==> config.mk <==
export PLATFORM = sky130hd
export DESIGN_NAME = shreg_universal
export DESIGN_NICKNAME = d
export VERILOG_FILES = /design/src/rtl/shreg_pkg.sv /design/src/rtl/shreg_ctrl.sv /design/src/rtl/shreg_universal.sv
export SDC_FILE = /design/constraint.sdc
export NUM_CORES = 1
export LEC_CHECK = 0
export CORE_UTILIZATION = 35
export DETAILED_ROUTE_END_ITERATION = 10
export DONT_BUFFER_PORTS = 1
export GPL_TIMING_DRIVEN = 0
export HOLD_SLACK_MARGIN = 0.08
export PLACE_DENSITY = 0.52
export SYNTH_ARGS = -nofsm -noshare
export SYNTH_HDL_FRONTEND = slang
export SYNTH_SLANG_ARGS = --single-unit
==> constraint.sdc <==
create_clock -name i_clk -period 1.3 [get_ports i_clk]
set_input_delay 0.195 -clock i_clk [delete_from_list [all_inputs] [get_ports i_clk]]
set_output_delay 0.195 -clock i_clk [all_outputs]
set_load 0.01 [all_outputs]
==> src/rtl/shreg_pkg.sv <==
// Shared types and helpers for the universal shift register slice.
// Command codes, controller states and the shift-count width function live here.
package shreg_pkg;

  typedef enum logic [2:0] {
    MODE_HOLD = 3'b000,
    MODE_LOAD = 3'b001,
    MODE_SHL  = 3'b010,
    MODE_SHR  = 3'b011,
    MODE_ROL  = 3'b100,
    MODE_ROR  = 3'b101
  } mode_e;

  typedef enum logic [1:0] {
    ST_IDLE  = 2'd0,
    ST_SHIFT = 2'd1,
    ST_DONE  = 2'd2
  } state_e;

  // Bits needed to hold a shift amount from 0 up to and including width.
  function automatic int shreg_cw(input int width);
    return $clog2(width + 1);
  endfunction

endpackage

==> src/rtl/shreg_ctrl.sv <==
// Command controller for shreg_universal: IDLE/SHIFT/DONE sequencer,
// saturating step counter and registered busy/done decode.
// A command is accepted whenever the controller is not mid-shift, so a new
// command issued during the DONE cycle follows without a bubble.
module shreg_ctrl
  import shreg_pkg::*;
#(
  parameter int WIDTH = 8,
  parameter int CW    = shreg_cw(WIDTH)
) (
  input  logic          i_clk,
  input  logic          i_rst,
  input  logic          i_start,
  input  logic [2:0]    i_mode,
  input  logic [CW-1:0] i_amount,
  output logic          o_accept,
  output logic          o_step_en,
  output logic [2:0]    o_mode,
  output logic          o_busy,
  output logic          o_done
);

  localparam logic [CW-1:0] WIDTH_CNT = CW'(WIDTH);
  localparam logic [CW-1:0] ONE_CNT   = CW'(1);

  state_e        state_q, state_d;
  logic [CW-1:0] count_q, count_d;
  logic [2:0]    mode_q, mode_d;
  logic [CW-1:0] amount_sat;
  logic          is_shift;

  assign o_accept   = i_start && (state_q != ST_SHIFT);
  assign is_shift   = (i_mode == MODE_SHL) || (i_mode == MODE_SHR) ||
                      (i_mode == MODE_ROL) || (i_mode == MODE_ROR);
  assign amount_sat = (i_amount > WIDTH_CNT) ? WIDTH_CNT : i_amount;

  // Next-state logic: count down one step per SHIFT cycle, then accept new work.
  always_comb begin
    state_d = state_q;
    count_d = count_q;
    mode_d  = mode_q;
    case (state_q)
      ST_SHIFT: begin
        count_d = count_q - ONE_CNT;
        if (count_q == ONE_CNT) begin
          state_d = ST_DONE;
        end
      end
      default: state_d = ST_IDLE;
    endcase
    if (o_accept) begin
      mode_d = i_mode;
      if (is_shift) begin
        count_d = amount_sat;
        state_d = (amount_sat == '0) ? ST_DONE : ST_SHIFT;
      end else begin
        count_d = '0;
        state_d = ST_DONE;
      end
    end
  end

  // State registers; reset discards any command in flight.
  always_ff @(posedge i_clk or posedge i_rst) begin
    if (i_rst) begin
      state_q <= ST_IDLE;
      count_q <= '0;
      mode_q  <= MODE_HOLD;
    end else begin
      state_q <= state_d;
      count_q <= count_d;
      mode_q  <= mode_d;
    end
  end

  assign o_step_en = (state_q == ST_SHIFT);
  assign o_busy    = (state_q == ST_SHIFT);
  assign o_done    = (state_q == ST_DONE);
  assign o_mode    = mode_q;

endmodule

==> src/rtl/shreg_universal.sv <==
// Parametrised universal shift register: parallel load, logical shifts with
// serial inputs, and rotates, with multi-bit shifts sequenced one bit per cycle.
// Build option SHREG_ROTATE_EN: when defined, ROL/ROR rotate; when undefined
// they degrade to SHL/SHR using the serial inputs and no rotate path exists.
module shreg_universal
  import shreg_pkg::*;
#(
  parameter int                WIDTH     = 8,
  parameter logic [WIDTH-1:0]  RESET_VAL = '0,
  localparam int               CW        = shreg_cw(WIDTH)
) (
  input  logic             i_clk,
  input  logic             i_rst,
  input  logic             i_start,
  input  logic [2:0]       i_mode,
  input  logic [CW-1:0]    i_amount,
  input  logic [WIDTH-1:0] i_d,
  input  logic             i_sin_r,
  input  logic             i_sin_l,
  output logic [WIDTH-1:0] o_q,
  output logic             o_sout_l,
  output logic             o_sout_r,
  output logic             o_busy,
  output logic             o_done
);

  logic [WIDTH-1:0] q_q, q_d;
  logic             accept;
  logic             step_en;
  logic [2:0]       shift_mode;

  shreg_ctrl #(
    .WIDTH (WIDTH),
    .CW    (CW)
  ) u_ctrl (
    .i_clk     (i_clk),
    .i_rst     (i_rst),
    .i_start   (i_start),
    .i_mode    (i_mode),
    .i_amount  (i_amount),
    .o_accept  (accept),
    .o_step_en (step_en),
    .o_mode    (shift_mode),
    .o_busy    (o_busy),
    .o_done    (o_done)
  );

  // Datapath mux: load on an accepted LOAD, otherwise one step per SHIFT cycle.
  always_comb begin
    q_d = q_q;
    if (accept && (i_mode == MODE_LOAD)) begin
      q_d = i_d;
    end else if (step_en) begin
      case (shift_mode)
        MODE_SHL: q_d = {q_q[WIDTH-2:0], i_sin_r};
        MODE_SHR: q_d = {i_sin_l, q_q[WIDTH-1:1]};
`ifdef SHREG_ROTATE_EN
        MODE_ROL: q_d = {q_q[WIDTH-2:0], q_q[WIDTH-1]};
        MODE_ROR: q_d = {q_q[0], q_q[WIDTH-1:1]};
`else
        MODE_ROL: q_d = {q_q[WIDTH-2:0], i_sin_r};
        MODE_ROR: q_d = {i_sin_l, q_q[WIDTH-1:1]};
`endif
        default:  q_d = q_q;
      endcase
    end
  end

  // Data register with asynchronous reset to the configured value.
  always_ff @(posedge i_clk or posedge i_rst) begin
    if (i_rst) begin
      q_q <= RESET_VAL;
    end else begin
      q_q <= q_d;
    end
  end

  assign o_q      = q_q;
  assign o_sout_l = q_q[WIDTH-1];
  assign o_sout_r = q_q[0];

endmodule

==> results of run 1 <==
==> synthesized netlist by cell type, types with 2 or more instances <==
cell      number  area [sq um]
mux2_2         3          33.8
o221ai_1       7          61.3
nor2b_1        2          12.5
mux2i_1        8          80.1
buf_4          2          15.0
inv_1         10          37.5
nand2_1       15          56.3
dfrtp_1       17           425
o21ai_0        4          20.0
a21oi_1        2          10.0
nor4_1         2          12.5
ha_1           2          25.0
nor2_1         4          15.0
==> flip-flops by register name, summed over array words and instances, names as in the netlist <==
name,flops
u_ctrl.state_q,2
u_ctrl.count_q,4
u_ctrl.o_mode,3
o_q,8
==> logic make-up (layout without fill, tap and decap cells) <==
| group | after synthesis | after routing | share of synthesized area |
|---|---|---|---|
| AOI/OAI and AO/OA | 19 | 19 | 0.147 |
| xor gates and xnor gates | 2 | 2 | 0.0184 |
| adders and majority gates | 2 | 2 | 0.0262 |
| buffers and inverters | 13 | 35 | 0.0591 |
| DFF | 17 | 17 | 0.446 |
| muxes | 11 | 11 | 0.119 |
| and+or+nand+nor | 31 | 31 | 0.184 |
==> worst max-delay path, stage by stage, from the launching register on <==
cell and delay, ns:
dfrtp_1 0.42, xor2_2 0.30, nand2_4 0.15, mux2i_1 0.18, o221ai_1 0.13
==> routing by layer <==
metal  share of wire  wire length [um]  vias up  GRT usage
li1                -                 -      378          -
met1            0.46               964      369      0.200
met2            0.45               936       33      0.222
met3           0.083               174        2     0.0339
met4          0.0095                20        0     0.0769
met5               0                 0        -          0
==> per-stage QoR <==
step	std cells	utilization	cell area (sq um)	worst slack, ns
after global routing	147	0.493	1240	-0.0598
after detailed placement	125	0.393	991	-0.221
after global placement	125	0.393	991	-0.206
after CTS	145	0.481	1210	0.000426
final	147	0.493	1240	-0.000982
after floorplan	95	-	953	0.0188
==> report_power, final <==
group	switching (mW)	leakage [nW]	internal, mW
sequential	0.317	0.209	0.777
combinational	0.693	0.346	0.631
clock	0.160	0.0150	0.119
==> what timing repair did <==
| item | CTS | global route |
|---|---|---|
| hold buffers | 14 | 0 |
| endpoints found under the setup margin | 14 | 11 |
| endpoints found under the hold margin | 30 | 0 |
| cloned | 0 | 0 |
| setup buffers | 2 | 2 |
| pin swaps | 2 | 3 |
| gates resized for setup | 9 | 2 |
==> worst max path at each step <==
stage / endpoint / slack, ns
4_1_cts: o_q[6]$_DFFE_PP0P_ / 0.0004
5_1_grt: o_q[0]$_DFFE_PP0P_ / -0.06
3_3_place_gp: o_q[6]$_DFFE_PP0P_ / -0.21
6_report: o_q[0]$_DFFE_PP0P_ / -0.001
3_5_place_dp: o_q[6]$_DFFE_PP0P_ / -0.22
2_1_floorplan: o_q[6]$_DFFE_PP0P_ / 0.02
==> cell type report <==
type                    count  share of cell area
multi-input cells          65               0.420
flip-flops and latches     17               0.342
repair buffers             18               0.137
inverters                  11              0.0373
well taps                  30              0.0302
clock buffers               4              0.0211
plain buffers               2              0.0121
==> metrics.txt, run 1 <==
outcome finished with violations; failing checks negative setup slack; reg2reg start u_ctrl.o_mode[1]$_DFFE_PP0N_; First-pass DRT Iterations 4; Post-synth EDFFs 0; number of antenna violations at the first check in global routing 0; Slew @ Worst Pin 0.667 ns; io pins 32; Mapped Nets 117; Hold Crit Endpoint u_ctrl.count_q[2]$_DFFE_PP0P_; Worst Path Arrival 1.46 ns; Power Total 2.70 mW; post-synthesis sequential area ratio 0.446; share of post-route cells with drive strength above 1 0.197; H-tree level count 1; root buffer cell clkbuf_4; CTS clock-pin slew for the worst setup and hold paths 0.10 ns; max_slew headroom 0.555; fraction of registers with async set/reset 1.00; routability congestion estimate 0.772; largest net degree at the start of global routing 18; Area growth syn-to-layout 30.3%; IO buf count 0; Ant. Diodes 0; Vias 782; clock buffer depth 2; predominant post-synthesis flop cell dfrtp_1; final hold slack 0.0981 ns; fin crit share 1.00; Total GRT Usage 0.149; final count of hold timing violations 0; Fill cells 254; FMAX 769 MHz; hold_sp i_amount[3]; Setup Skew 0.000721 ns; Max FO, Critical Path 7; most frequent cells in the layout dfrtp_1, dlygate4sd3_1, nand2_1; R2R depth 4; CP startpoint u_ctrl.o_mode[1]$_DFFE_PP0N_; total wire length 2100 um; min-delay worst type in -> reg; critical path class reg -> reg; vias in the first global route 705; Final Setup Violations 1; CP endpoint kind register; CORE AREA 0.00252 sq mm; Final #Nets 140; DR vias/cell 5.32; Multi-input gate area 522 sq um; post-route ant nets 0; Slew Viols, Final 0; Routed WL per cell 14.3 um; Tmin final 1.30 ns; TritonCTS buffer count 3; leakage 0.570 nW; unrepaired setup endpoints after global routing yes; Post-Synthesis Cells 95; Startpoint Class register; Power Dens Cells 2170 mW/mm^2; Final WS setup -0.000982 ns; CTS tree yes; first-pass GRT wire length 3030 um; reg2reg end o_q[0]$_DFFE_PP0P_; max_cap viols 0; Avg Inst Size Synth 10.0 sq um; reg-to-reg setup timing slack -0.001 ns; DRC viols 0; HPWL Detailed 1450 um; Hold Crit Depth 3; Num Clock Sinks 17; Mapped Area 953 sq um; number of synthesized register bits 17; most common cell after layout, fill and taps aside dfrtp_1; maximum vdd ir drop 0.00118 V; die span in y 54.2 um; Iter 0 DRT Violations 10; Worst-Skew Late Latency 0.28 ns; Synth Warn # 0; Starting Density 0.378; Row Count 18; die width 54.2 um; Seq. cell area 425 sq um; grt ovf 0; Post-Route Setup TNS -0.000982 ns; die area 0.00294 sq mm; data required time at the worst endpoint 1.46 ns; Synth cell types 30
Power figures use the tool's default switching activity.
==> inputs of run 2 (changes only) <==
--- a/config.mk
+++ b/config.mk
@@ -5,12 +5,13 @@
 export SDC_FILE = /design/constraint.sdc
 export NUM_CORES = 1
 export LEC_CHECK = 0
+export ABC_AREA = 1
 export CORE_UTILIZATION = 35
 export DETAILED_ROUTE_END_ITERATION = 10
 export DONT_BUFFER_PORTS = 1
 export GPL_TIMING_DRIVEN = 0
 export HOLD_SLACK_MARGIN = 0.08
-export PLACE_DENSITY = 0.52
+export PLACE_DENSITY = 0.5
 export SYNTH_ARGS = -nofsm -noshare
 export SYNTH_HDL_FRONTEND = slang
 export SYNTH_SLANG_ARGS = --single-unit
==> constraint.sdc (replaced) <==
create_clock -name i_clk -period 1.7 [get_ports i_clk]
set_input_delay 0.255 -clock i_clk [delete_from_list [all_inputs] [get_ports i_clk]]
set_output_delay 0.255 -clock i_clk [all_outputs]
set_load 0.01 [all_outputs]
==> run 2 against run 1 <==
Net effect: the flow now finishes without violations; total power is 27% lower; sequential share of layout area is 0.63 points higher; clock power is 20% lower; clock skew is 0.0052 ns higher; worst hold slack worse by 0.0053 ns; final area is 1.8% lower; die area is 16% higher; register-to-register slack better by 0.45 ns; critical path type is now reg -> out; critical endpoint is now o_busy.
==> metrics.txt, run 2 <==
Setup Skew 0.00594 ns; unrepaired setup endpoints after global routing no; grt ovf 0; most common cell after layout, fill and taps aside nand2_1; die width 58.3 um; outcome finished clean; predominant post-synthesis flop cell dfrtp_1; Post-synth EDFFs 0; most common cell in the synthesized netlist nand2_1; first-pass GRT wire length 4200 um; DRC viols 0; die area 0.00340 sq mm; HPWL Detailed 1850 um; Largest register FFs 8; Routed WL per cell 12.5 um; most frequent cells in the layout nand2_1, nand3_1, inv_1; Fill cells 335; IO buf count 0; vias in the first global route 894; max_cap viols 0; Power Total 1.96 mW; Worst-Skew Late Latency 0.29 ns; Multi-input gate area 557 sq um; maximum vdd ir drop 0.000452 V; clock buffer depth 2; Row Count 20; final count of hold timing violations 0; Post-Synthesis Cells 148; number of antenna violations at the first check in global routing 0; io pins 32; Area growth syn-to-layout 10.0%; post-synthesis sequential area ratio 0.384; synth top area cells dfrtp_1, nand3_1, nand2_1; leakage 0.596 nW; CORE AREA 0.00303 sq mm; H-tree level count 1; total wire length 2490 um; die span in y 58.3 um; FMAX 788 MHz; Total GRT Usage 0.166; post-route ant nets 0; Synth top area share 0.384; Num Clock Sinks 17; Synth Warn # 0; Avg Inst Size Synth 7.49 sq um; Iter 0 DRT Violations 45; Ant. Diodes 0; Startpoint Class register; post-CTS sizing 0; fin crit share 0.747; fraction of registers with async set/reset 1.00; Final #Nets 178; Post-Route Setup TNS 0 ns; design area 0.00122 sq mm; top cell type by total area after synthesis dfrtp_1; Post-synth top cells nand2_1, nand3_1, inv_1; Starting Density 0.366; First-pass DRT Iterations 4; Slew @ Worst Pin 0.683 ns; critical path class reg -> out; CP endpoint kind output port; Synth cell types 25; number of synthesized register bits 17; largest net degree at the start of global routing 18; Mapped Area 0.00111 sq mm; CTS tree yes; Max FO, Critical Path 7; Vias 960; max_slew headroom 0.544; Slew Viols, Final 0; Mapped Nets 170; Tmin final 1.27 ns; Power Dens Cells 1610 mW/mm^2; routability congestion estimate 0.763; data required time at the worst endpoint 1.44 ns; Final Setup Violations 0; Worst Path Arrival 1.01 ns; DP Area 0.00116 sq mm; root buffer cell clkbuf_4; min-delay worst type in -> reg; DR vias/cell 4.82; CTS clock-pin slew for the worst setup and hold paths 0.11 ns; TritonCTS buffer count 3; final hold slack 0.0927 ns; share of post-route cells with drive strength above 1 0.129; Seq. cell area 425 sq um
## run 2: report_power, final
part,internal (mW),switching [mW]
registers,0.583,0.221
clock network,0.0911,0.131
logic,0.368,0.569
## run 2: logic make-up (layout without fill, tap and decap cells)
kind of cell,Yosys count,count (layout),synth area share
XOR/XNOR,1,1,0.0147
buffers and inverters,27,34,0.114
AO/OA/AOI/OAI,18,18,0.0937
adder cells (fa/ha/maj),2,2,0.0226
flip-flops,17,17,0.384
AND/OR/NAND/NOR,83,83,0.371
## run 2: metal layers
metal / up-vias / track usage / routed length (um)
met5: - / 0 / 0
met3: 2 / 0.0424 / 135
met4: 0 / 0.0510 / 13
met2: 27 / 0.264 / 1160
li1: 493 / - / -
met1: 438 / 0.222 / 1180
## run 2: path summary, 6_finish.rpt
path,startpoint,to,slack (ns),cells after the start
setup / recovery,u_ctrl.state_q[1]$_DFFE_PP0P_,o_busy,0.43,3
min in group asynchronous,i_rst,o_q[2]$_DFFE_PP0P_,0.50,2
hold reg to reg,u_ctrl.o_mode[0]$_DFFE_PP0N_,u_ctrl.o_mode[0]$_DFFE_PP0N_,0.58,2
max in group asynchronous,i_rst,o_q[7]$_DFFE_PP0P_,0.76,2
setup reg to reg,u_ctrl.o_mode[2]$_DFFE_PP0N_,o_q[0]$_DFFE_PP0P_,0.45,7
hold / removal,i_mode[2],u_ctrl.o_mode[2]$_DFFE_PP0N_,0.09,2
## run 2: critical path: stages (launching register included)
cell,delay (ns)
dfrtp_1,0.37
inv_1,0.13
nand2_2,0.12
clkinv_4,0.11
## run 2: cell type report
class	instances	area share
Tap cell	44	0.0451
Timing Repair Buffer	3	0.0246
Clock buffer	4	0.0215
Inverter	22	0.0718
Sequential cell	17	0.349
Multi-Input combinational cell	104	0.456
Buffer	5	0.0318
## run 2: repair_timing
action                    4_1_cts  5_1_grt
hold buffers                    3        0
setup buffers                   0        0
hold endpoints to repair       19        0
## run 2: metrics by stage
step / worst slack, ns / cells / utilization
after floorplan: 0.581 / 148 / -
after global placement: 0.494 / 192 / 0.384
after detailed placement: 0.476 / 192 / 0.384
after CTS: 0.402 / 199 / 0.403
after global routing: 0.321 / 199 / 0.403
final: 0.431 / 199 / 0.403
